## src/rtl/phase_tick_gen.sv

```systemverilog
`default_nettype none
// ============================================================================
//  Module   : phase_tick_gen
//  Brief    : Programmable timebase. Emits a 1-cycle tick every div_cur enabled
//             cycles. Supports pause, clear, and divisor reload deferred to the
//             next tick boundary.
//  Revision : 1.0 - initial release
// ============================================================================
module phase_tick_gen #(
   parameter int unsigned CNT_W       = 27,
   parameter int unsigned DEFAULT_DIV = 100_000_000,
   parameter int unsigned TCNT_W      = 16
) (
   input  logic              clk,
   input  logic              rst,
   input  logic              en,
   input  logic              clr,
   input  logic              div_load,
   input  logic [CNT_W-1:0]  div_in,
   output logic              div_busy,
   output logic [CNT_W-1:0]  div_cur,
   output logic              tick,
   output logic [TCNT_W-1:0] tick_count
);

   typedef enum logic [1:0] {
      IDLE     = 2'd0,
      RUN      = 2'd1,
      RUN_PEND = 2'd2
   } state_t;

   localparam logic [CNT_W-1:0]  CNT_ONE   = CNT_W'(1);
   localparam logic [CNT_W-1:0]  DIV_RESET = CNT_W'(DEFAULT_DIV);
   localparam logic [TCNT_W-1:0] TCNT_ONE  = TCNT_W'(1);

   state_t           state;
   logic [CNT_W-1:0] cnt;
   logic [CNT_W-1:0] pend;
   // Remembers a deferred divisor across a pause, since IDLE alone cannot.
   logic             parked;

   logic             pending;
   logic             boundary;
   logic             hit;
   logic [CNT_W-1:0] ld_val;

   assign pending  = (state == RUN_PEND) | parked;
   assign boundary = (cnt == (div_cur - CNT_ONE));
   assign hit      = en & ~clr & boundary;
   assign ld_val   = (div_in == '0) ? CNT_ONE : div_in;

   always_ff @(posedge clk) begin
      if (rst) begin
         state      <= IDLE;
         cnt        <= '0;
         pend       <= '0;
         parked     <= 1'b0;
         div_cur    <= DIV_RESET;
         div_busy   <= 1'b0;
         tick       <= 1'b0;
         tick_count <= '0;
      end else if (!en) begin
         state <= IDLE;
         tick  <= 1'b0;
         if (div_load) begin
            // Paused: the new rate takes effect immediately from a fresh period.
            div_cur  <= ld_val;
            cnt      <= '0;
            parked   <= 1'b0;
            div_busy <= 1'b0;
         end else begin
            if (clr) begin
               cnt <= '0;
            end
            parked   <= pending;
            div_busy <= pending;
         end
      end else if (hit) begin
         state      <= RUN;
         tick       <= 1'b1;
         cnt        <= '0;
         tick_count <= tick_count + TCNT_ONE;
         parked     <= 1'b0;
         div_busy   <= 1'b0;
         if (div_load) begin
            div_cur <= ld_val;
         end else if (pending) begin
            div_cur <= pend;
         end
      end else begin
         tick   <= 1'b0;
         parked <= 1'b0;
         cnt    <= clr ? '0 : (cnt + CNT_ONE);
         if (div_load) begin
            pend <= ld_val;
         end
         div_busy <= pending | div_load;
         state    <= (pending | div_load) ? RUN_PEND : RUN;
      end
   end

endmodule
`default_nettype wire
```

## config.mk

```make
export PLATFORM = sky130hd
export DESIGN_NAME = phase_tick_gen
export DESIGN_NICKNAME = d
export VERILOG_FILES = /design/src/rtl/phase_tick_gen.sv
export SDC_FILE = /design/constraint.sdc
export NUM_CORES = 1
export LEC_CHECK = 0
export CORE_UTILIZATION = 59
export DETAILED_ROUTE_END_ITERATION = 16
export PLACE_DENSITY_LB_ADDON = 0.3
export SYNTH_ARGS = -nofsm -noshare
export SYNTH_HDL_FRONTEND = slang
export SYNTH_SLANG_ARGS = --single-unit
```

## constraint.sdc

```tcl
create_clock -name clk -period 7.2 [get_ports clk]
set_clock_uncertainty 0.05 [all_clocks]
set_input_delay 1.08 -clock clk [delete_from_list [all_inputs] [get_ports clk]]
set_output_delay 1.08 -clock clk [all_outputs]
set_load 0.02 [all_outputs]
```

==> summary.md, run 1 <==
Using the TritonRoute via totals, the vias-per-cell ratio works out to 6.48. The synthesis-stage register bit count was 102; the number of warnings printed during yosys synthesis was 0. Clock latency on the worst-skew pair, taken at its later pin, is 380 ps. The number of distinct library cells after synthesis was 69. The sum of overflow across all layers after global routing came out at 0.

The clock period could shrink to 4610 ps. Counting every net in the synthesized netlist gives 769. The tools report the sequential-to-total area share from yosys stat as 0.343. The final layout contains 806 nets.

The clock net sink count was 102. The total die area is 10500 sq um, and the routability congestion estimate from global placement is 0.888. The logs give 36 for the number of placement rows and 2040 sq um for the sequential cell area. For the area inside the core boundary, the log shows 9770 sq um.

For the share of the core filled with cells in the final layout, the log shows 0.700. The tools report the half-perimeter wire length of the detailed placement result as 11300 microns. The run gives 3570 sq um as the combined area of the multi-input logic cells. The setup path with the least slack is of type register to register.

The fraction of layout instances using a drive strength above 1 was 0.0760; the initial antenna violation count was 0. The maximum clock frequency came out at 0.217 GHz. The H-tree was split into 3 levels. The tools report the number of diodes added for antenna fixing as 0. Once layout is complete, the cells apart from fillers number 909. The die width was 102 microns. The type of origin of the critical path was a register. The total instance count after detailed placement was 893; the number of buffers added by the clock tree synthesis step was 9.

The tightest slew margin relative to the limit came out at 0.247. The logs give 0 for the setup violation total in the final timing report and 4830 ps for the data arrival time at the worst-slack endpoint. The flow ran to the end, and the final reports show no timing, DRC or antenna violations. Hold is met by 411 ps.

For the pin with the worst max-slew slack, the measured transition is 1130 ps. Entering global routing, the biggest net connects 65 pins. The max-slew violation total from the final report was 0. The cell family contributing the most delay on the critical path is compound AO/OA/AOI/OAI gates.

The number of global-route vias before repair is 5241, and the pre-CTS worst setup slack is 2680 ps. The maximum fanout along the worst path was 26; the max-cap check violation count was 0. The worst-case IR drop observed on VDD is 0.130 mV. The tools report the setup TNS as 0 ps. In the synthesized netlist, the number of instances is 734. The overall via count from detail_route is 5886, and the maximum buffer depth of the clock tree is 2. The total count of hold-check failures in the final report was 0. The cell with the largest stage delay on the worst path is sky130_fd_sc_hd__or4_1.

From synthesis to final layout, the design area changed by 15.0%. The kind of path behind the tightest hold check was register to register. Setup slack on the critical path of the routed design comes to 2590 ps. TritonCTS built the clock tree. The power per standard cell area was 166 nW/um^2. Traced cell by cell, the critical path runs through inv_1 > ha_1 > or3b_2 > or4_4 > or4_1 > a211o_1 > a2111o_1 > o31ai_4 > buf_4 > a21oi_1 > a311oi_1. For this block, the initial DRC count from the detailed router was 399. The critical path's largest stage delay is 570 ps, and the effective utilization at floorplan is 0.609.

The part of the cycle the worst path needs is 0.640, and the first-pass iteration count of the detailed router is 5. The average instance in the mapped netlist occupies 8.11 sq um. The first global-routing pass estimated 25000 microns of wire. The height of the die is 102 microns, and the cell area after technology mapping is 5950 sq um.

The element type at the critical path end was a register. For the cts-stage hold buffer count, the log shows 0. The run gives 0.304 as the global-route usage over all layers. The final routed wire length divided by cell count was 17.5 microns. During I/O placement, the number of pins put on the boundary was 77. For the worst setup path, the data required time is 7430 ps. The tools report the clock tree root buffer cell as sky130_fd_sc_hd__clkbuf_8. Clock-pin slew was measured on the worst setup and hold paths at 100 ps. The share of synthesized registers carrying an async set or reset is 0, and the count of buffers from port buffering is 76. The run gives 787 as the filler cell count. Counting flops with a built-in enable in the synthesized netlist gives 0.

After detailed routing, the total wire length is 15900 microns. In the routed design, unresolved DRC markers number 0. The count of nets left with antenna violations once routing finished came out at 0. The analysis attributes to cell leakage a power of 2.34 nW. Setup repair after global routing left no endpoint under its margin. After clock tree synthesis, the repair step resized 0 gates. The buffer count from post-CTS setup fixing was 0; the critical path buffer and inverter count was 2. Among all flip-flop cells after synthesis, the most frequent one is sky130_fd_sc_hd__dfxtp_1.
-- placed cells by master (no fill, tap or decap), types with 5 or more instances in the layout --
cell                              synthesis  final
sky130_fd_sc_hd__nor3_1                  26     26
sky130_fd_sc_hd__buf_4                    1      9
sky130_fd_sc_hd__o31ai_1                 10     10
sky130_fd_sc_hd__a31oi_1                  7      7
sky130_fd_sc_hd__and3_1                   8      8
sky130_fd_sc_hd__nand3_1                 49     49
sky130_fd_sc_hd__mux2_2                  15     15
sky130_fd_sc_hd__a21o_1                   5      5
sky130_fd_sc_hd__and4_1                   7      7
sky130_fd_sc_hd__a311oi_1                14     14
sky130_fd_sc_hd__and2_1                   5      5
sky130_fd_sc_hd__o311ai_0                15     15
sky130_fd_sc_hd__a31o_2                   6      6
sky130_fd_sc_hd__nand2_1                 65     65
sky130_fd_sc_hd__o211ai_1                 5      5
sky130_fd_sc_hd__nand4_1                 28     28
sky130_fd_sc_hd__o21ai_0                 22     22
sky130_fd_sc_hd__or3_1                    9      9
sky130_fd_sc_hd__mux2i_1                 17     17
sky130_fd_sc_hd__nor2_1                  38     38
sky130_fd_sc_hd__a22o_1                   6      6
sky130_fd_sc_hd__xnor2_1                 12     12
sky130_fd_sc_hd__clkdlybuf4s50_1          0     75
sky130_fd_sc_hd__nor4_1                  21     20
sky130_fd_sc_hd__inv_1                   21     21
sky130_fd_sc_hd__a21oi_1                 66     66
sky130_fd_sc_hd__clkbuf_8                 0      9
sky130_fd_sc_hd__or4_1                   14     14
sky130_fd_sc_hd__xor2_1                  16     16
sky130_fd_sc_hd__dfxtp_1                102    102
sky130_fd_sc_hd__or2_2                    7      7
-- worst min-delay path, stage by stage, from the launching register on --
cell	delay [ps]
sky130_fd_sc_hd__dfxtp_1	320
sky130_fd_sc_hd__nand2_1	50
sky130_fd_sc_hd__a21oi_1	50
-- sequential cells by signal, summed over array words and instances (netlist names) --
| name | flops |
|---|---|
| cnt | 27 |
| div_cur | 27 |
| pend | 27 |
| tick_count | 16 |
| state | 2 |
| div_busy | 1 |
| parked | 1 |
| tick | 1 |
-- stage by stage --
step / cell area, sq um / total power, mW
2_1_floorplan: 5950 / 0.743
6_report: 6840 / 1.14
3_3_place_gp: 6680 / 0.806
4_1_cts: 6840 / 1.14
5_1_grt: 6840 / 1.18
3_5_place_dp: 6680 / 0.814
-- Yosys cell counts, types with 16 or more instances --
library cell	number	area [sq um]
sky130_fd_sc_hd__mux2i_1	17	170
sky130_fd_sc_hd__o21ai_0	22	110
sky130_fd_sc_hd__inv_1	21	78.8
sky130_fd_sc_hd__nand3_1	49	245
sky130_fd_sc_hd__xor2_1	16	140
sky130_fd_sc_hd__dfxtp_1	102	2040
sky130_fd_sc_hd__nand2_1	65	244
sky130_fd_sc_hd__nor3_1	26	130
sky130_fd_sc_hd__nor4_1	21	131
sky130_fd_sc_hd__nand4_1	28	175
sky130_fd_sc_hd__nor2_1	38	143
sky130_fd_sc_hd__a21oi_1	66	330
sky130_fd_sc_hd__clkbuf_1	45	169
-- layer usage --
layer,GRT usage,part of all wire,vias to the layer above
li1,-,-,2836
met2,0.496,0.49,231
met1,0.402,0.43,2787
met5,0,0,-
met3,0.0534,0.061,32
met4,0.111,0.018,0
-- final timing paths --
path	startpoint	endpoint	slack, ps	cells after the start
setup / recovery	div_cur[0]	div_cur[10]	2590	11
hold / removal	pend[9]	pend[9]	410	2
setup reg to reg	div_cur[0]	div_cur[10]	2590	11
hold reg to reg	pend[9]	pend[9]	410	2
-- where the power goes --
part / internal, mW / switching, mW / total (mW)
logic: 0.0854 / 0.110 / 0.195
registers: 0.582 / 0.0272 / 0.609
clock network: 0.128 / 0.203 / 0.331
total: 0.795 / 0.340 / 1.14
-- cell type report --
cell class,instances,area share
Multi-Input combinational cell,552,0.521
Sequential cell,102,0.298
Timing Repair Buffer,85,0.120
Tap cell,133,0.0243
Clock buffer,12,0.0197
Inverter,21,0.0115
Clock inverter,4,0.00457
-- cells by family (layout without fill, tap and decap cells) --
kind of cell	count (synthesis)	in the layout	share of synthesized area
xor gates and xnor gates	30	30	0.0488
buffers and inverters	80	122	0.0585
muxes	32	32	0.0570
DFF	102	102	0.343
AOI/OAI and AO/OA	191	191	0.223
and+or+nand+nor	296	296	0.263
adders and majority gates	3	3	0.00631
Power figures use the tool's default switching activity.
==> inputs of run 2 (changes only) <==
Settings changed: CORE_UTILIZATION 59 to 51.
Clock period 7.2 ns to 3.9 ns, I/O delays scaled along.
==> run 2 against run 1 <==
Net effect:
- the flow now finishes with violations (negative setup slack)
- sequential power up 82%
- maximum frequency up 16%
- clock power rose to 3.1 times the previous value
- critical path depth up 1
- cell count up 4.6%
- power up 130%
- global-route usage down 2.1 points
- worst setup slack worse by 2700 ps
- non-clock buffer count up 32
- die area up 15%
- critical endpoint is now div_cur[19]
- largest cell class unchanged
- largest power group unchanged
==> summary.md, run 2 (same netlist as run 1, synthesis figures left out) <==
The effective utilization at floorplan was 0.521 (-0.0877). The pre-CTS worst setup slack is -8.19 ps (-2690 ps). The critical path in this run is classified as register to register. The run gives 11400 sq um (+17%) as the area inside the core boundary.

The number of stages on the worst hold path is 2 (unchanged). The clock-pin slew reported for the worst setup and hold paths after clock tree synthesis works out to 70 ps (-30 ps). The residual antenna-violating net count after detailed routing is 0 (unchanged), and the first-pass iteration count of the detailed router is 5 (unchanged). For the deepest level of the CTS H-tree, the log shows 3 (unchanged). The tools report the setup violation total in the final timing report as 7 (+7). The max-slew violation total from the final report is 0 (unchanged), and the leakage component of the power is 2.65 nW (+13%). The average via count per standard cell works out to 6.40 (-1.2%).

The logs give 64 (-1.5%) for the pin count of the biggest net entering global routing and 0 (unchanged) for the initial antenna violation count. The maximum buffer depth of the clock tree was 2 (unchanged); the total count of hold-check failures in the final report was 0 (unchanged). TritonCTS built the clock tree. The global-route usage over all layers is 0.283 (-0.0214), and the height of the die is 110 microns (+7.4%). The leading cell type in the layout, fill and taps excluded was sky130_fd_sc_hd__dfxtp_1. For the routability congestion estimate from global placement, the log shows 0.877 (-1.1%).

The tools report the clock net sink count as 102 (unchanged). Leaving out fill and tap cells, the most frequent cells in the layout are 100 x sky130_fd_sc_hd__dfxtp_1, 75 x sky130_fd_sc_hd__clkdlybuf4s50_1, 65 x sky130_fd_sc_hd__nand2_1. The run gives -70 ps (-2670 ps) as the register-to-register setup slack.

The kind of path behind the tightest hold check is register to register. The number of top-level pins came out at 77 (unchanged). The tools report the type of origin of the critical path as a register. The part of the cycle the worst path needs is 1.02 (+0.379), and the routed wire length is 17300 microns (+8.8%). The run gives 4190 ps (-640 ps) as the data arrival time at the worst-slack endpoint.

The reg-to-reg critical path endpoint was div_cur[19]. Setup repair after global routing could not meet its margin everywhere. The fraction of layout instances using a drive strength above 1 was 0.141 (+0.0651). The critical path's largest stage delay is 580 ps (about the same). The peak supply drop is 0.244 mV (+88%), and the count of buffers from port buffering is 76 (unchanged).

The cts-stage hold buffer count is 0 (unchanged), and the shortest period the worst path allows is 3970 ps (-634 ps). The tools report the critical register-to-register path startpoint as div_cur[1]. The slew at the pin with the worst max-slew slack was 1180 ps (+53.6 ps). Met1 global-route usage: 0.380 (-0.0221). The run gives 11900 microns (+5.4%) as the half-perimeter wire length of the detailed placement result. The die width came out at 110 microns (+7.4%). The depth of the worst register-to-register path is 12 (+1).

The run gives 39 (+8.3%) as the number of placement rows. The slowest stage of the critical path belongs to the cell sky130_fd_sc_hd__or4_4. The number of buffers added by the clock tree synthesis step was 9 (unchanged); the final critical-path setup slack was -74.3 ps (-2670 ps). For the number of global-route vias before repair, the log shows 5397 (+3.0%).

For the overall power consumption, the log shows 2.57 mW (+130%). CTS placed an instance of sky130_fd_sc_hd__clkbuf_16 at the clock tree root. The total die area is 12100 sq um (+15%).

The maximum clock frequency was 0.252 GHz (+16%); the power per standard cell area was 343 nW/um^2 (+110%). The total number of nets in the final design is 838 (+4.0%). Area added between synthesis and finish: 25.9%. The tools report the wire length of the first global-routing pass as 26600 microns (+6.3%).

For the tightest slew margin relative to the limit, the log shows 0.213 (-0.0340). The checks that failed: negative setup slack. The sum of overflow across all layers after global routing came out at 0 (unchanged).

The run finished, with violations left. The number of diodes added for antenna fixing is 0 (unchanged), and the maximum fanout along the worst path is 5 (-81%). The largest registers in the layout are cnt x27, div_cur x27, pend x27. Walking the worst path, the cells encountered are inv_2 > ha_4 > or3b_4 > or4_4 > or4_4 > a211o_1 > a2111o_1 > o31ai_4 > buf_6 > clkbuf_16 > a21oi_1 > a311oi_1. The worst hold endpoint is pend[15]. Element type at the critical path end: a register.

The met2 usage was 0.449 (-0.0477). The first-iteration detailed-routing DRC count is 446 (+12%), and the post-detailed-route DRC marker count is 0 (unchanged). The final routed wire length divided by cell count came out at 18.2 microns (+4.0%). Layer with the highest usage: met2. The run gives 6086 (+3.4%) as the overall via count from detail_route.

The global routing usage on met3 was 0.0412 (-0.0122). In this design, the critical path's most frequently occurring cell is sky130_fd_sc_hd__or4_4. The logs give 4110 ps (-3320 ps) for the required time at the endpoint of the critical path and 0 (unchanged) for the max-cap check violation count. The critical hold path startpoint is pend[15]. For the later-pin clock latency in the skew report, the log shows 360 ps (-20 ps).
run 2: power breakdown:
group | switching [mW] | internal [mW] | leakage (nW)
registers | 0.0330 | 1.07 | 0.831
logic | 0.244 | 0.204 | 1.65
clock network | 0.440 | 0.579 | 0.163
run 2: critical path: cells and delay by family (launching register included):
kind,cells,cell delay (ps)
adder cells (fa/ha/maj),1,130
AO/OA/AOI/OAI,5,1500
flip-flops,1,330
AND/OR/NAND/NOR,3,1450
buffers and inverters,3,400
run 2: per-layer routing:
metal  wire (microns)  share of wire
met1             7520           0.43
met2             8320           0.48
met3             1030          0.059
met4              477          0.027
met5                0              0
run 2: final cells by class:
type                            instances  area, sq um
Clock buffer                            9          225
Clock inverter                          7          115
Fill cell                             958         3920
Inverter                               21         78.8
Multi-Input combinational cell        552         3660
Sequential cell                       102         2040
Tap cell                              143          179
Timing Repair Buffer                  117         1190
run 2: worst max-delay path by stage:
stage / start / end / slack (ps)
finish: div_cur[1] / div_cur[19] / -70
global route: div_cur[1] / div_cur[19] / -200
CTS: div_cur[0] / tick_count[9] / 20
detailed placement: div_cur[0] / tick_count[14] / -8
global placement: div_cur[0] / div_cur[26] / 60
floorplan: div_cur[0] / pend[16] / 10
run 2: repair_timing:
item	CTS	global route
hold endpoints to repair	0	0
cloned	0	4
setup endpoints to repair	4	28
pin swaps	2	24
gates resized for setup	0	32
buffers inserted	0	4
run 2: metrics by stage:
stage                     std cells  TNS [ps]  hold slack (ps)  cell area [sq um]   util
after detailed placement        927     -8.19              395               6950  0.608
after CTS                       943         0              405               7290  0.638
after floorplan                 734         0              384               5970      -
final                           951      -195              402               7490  0.656
after global placement          927         0              389               6950  0.608
after global routing            951     -2380              425               7490  0.656
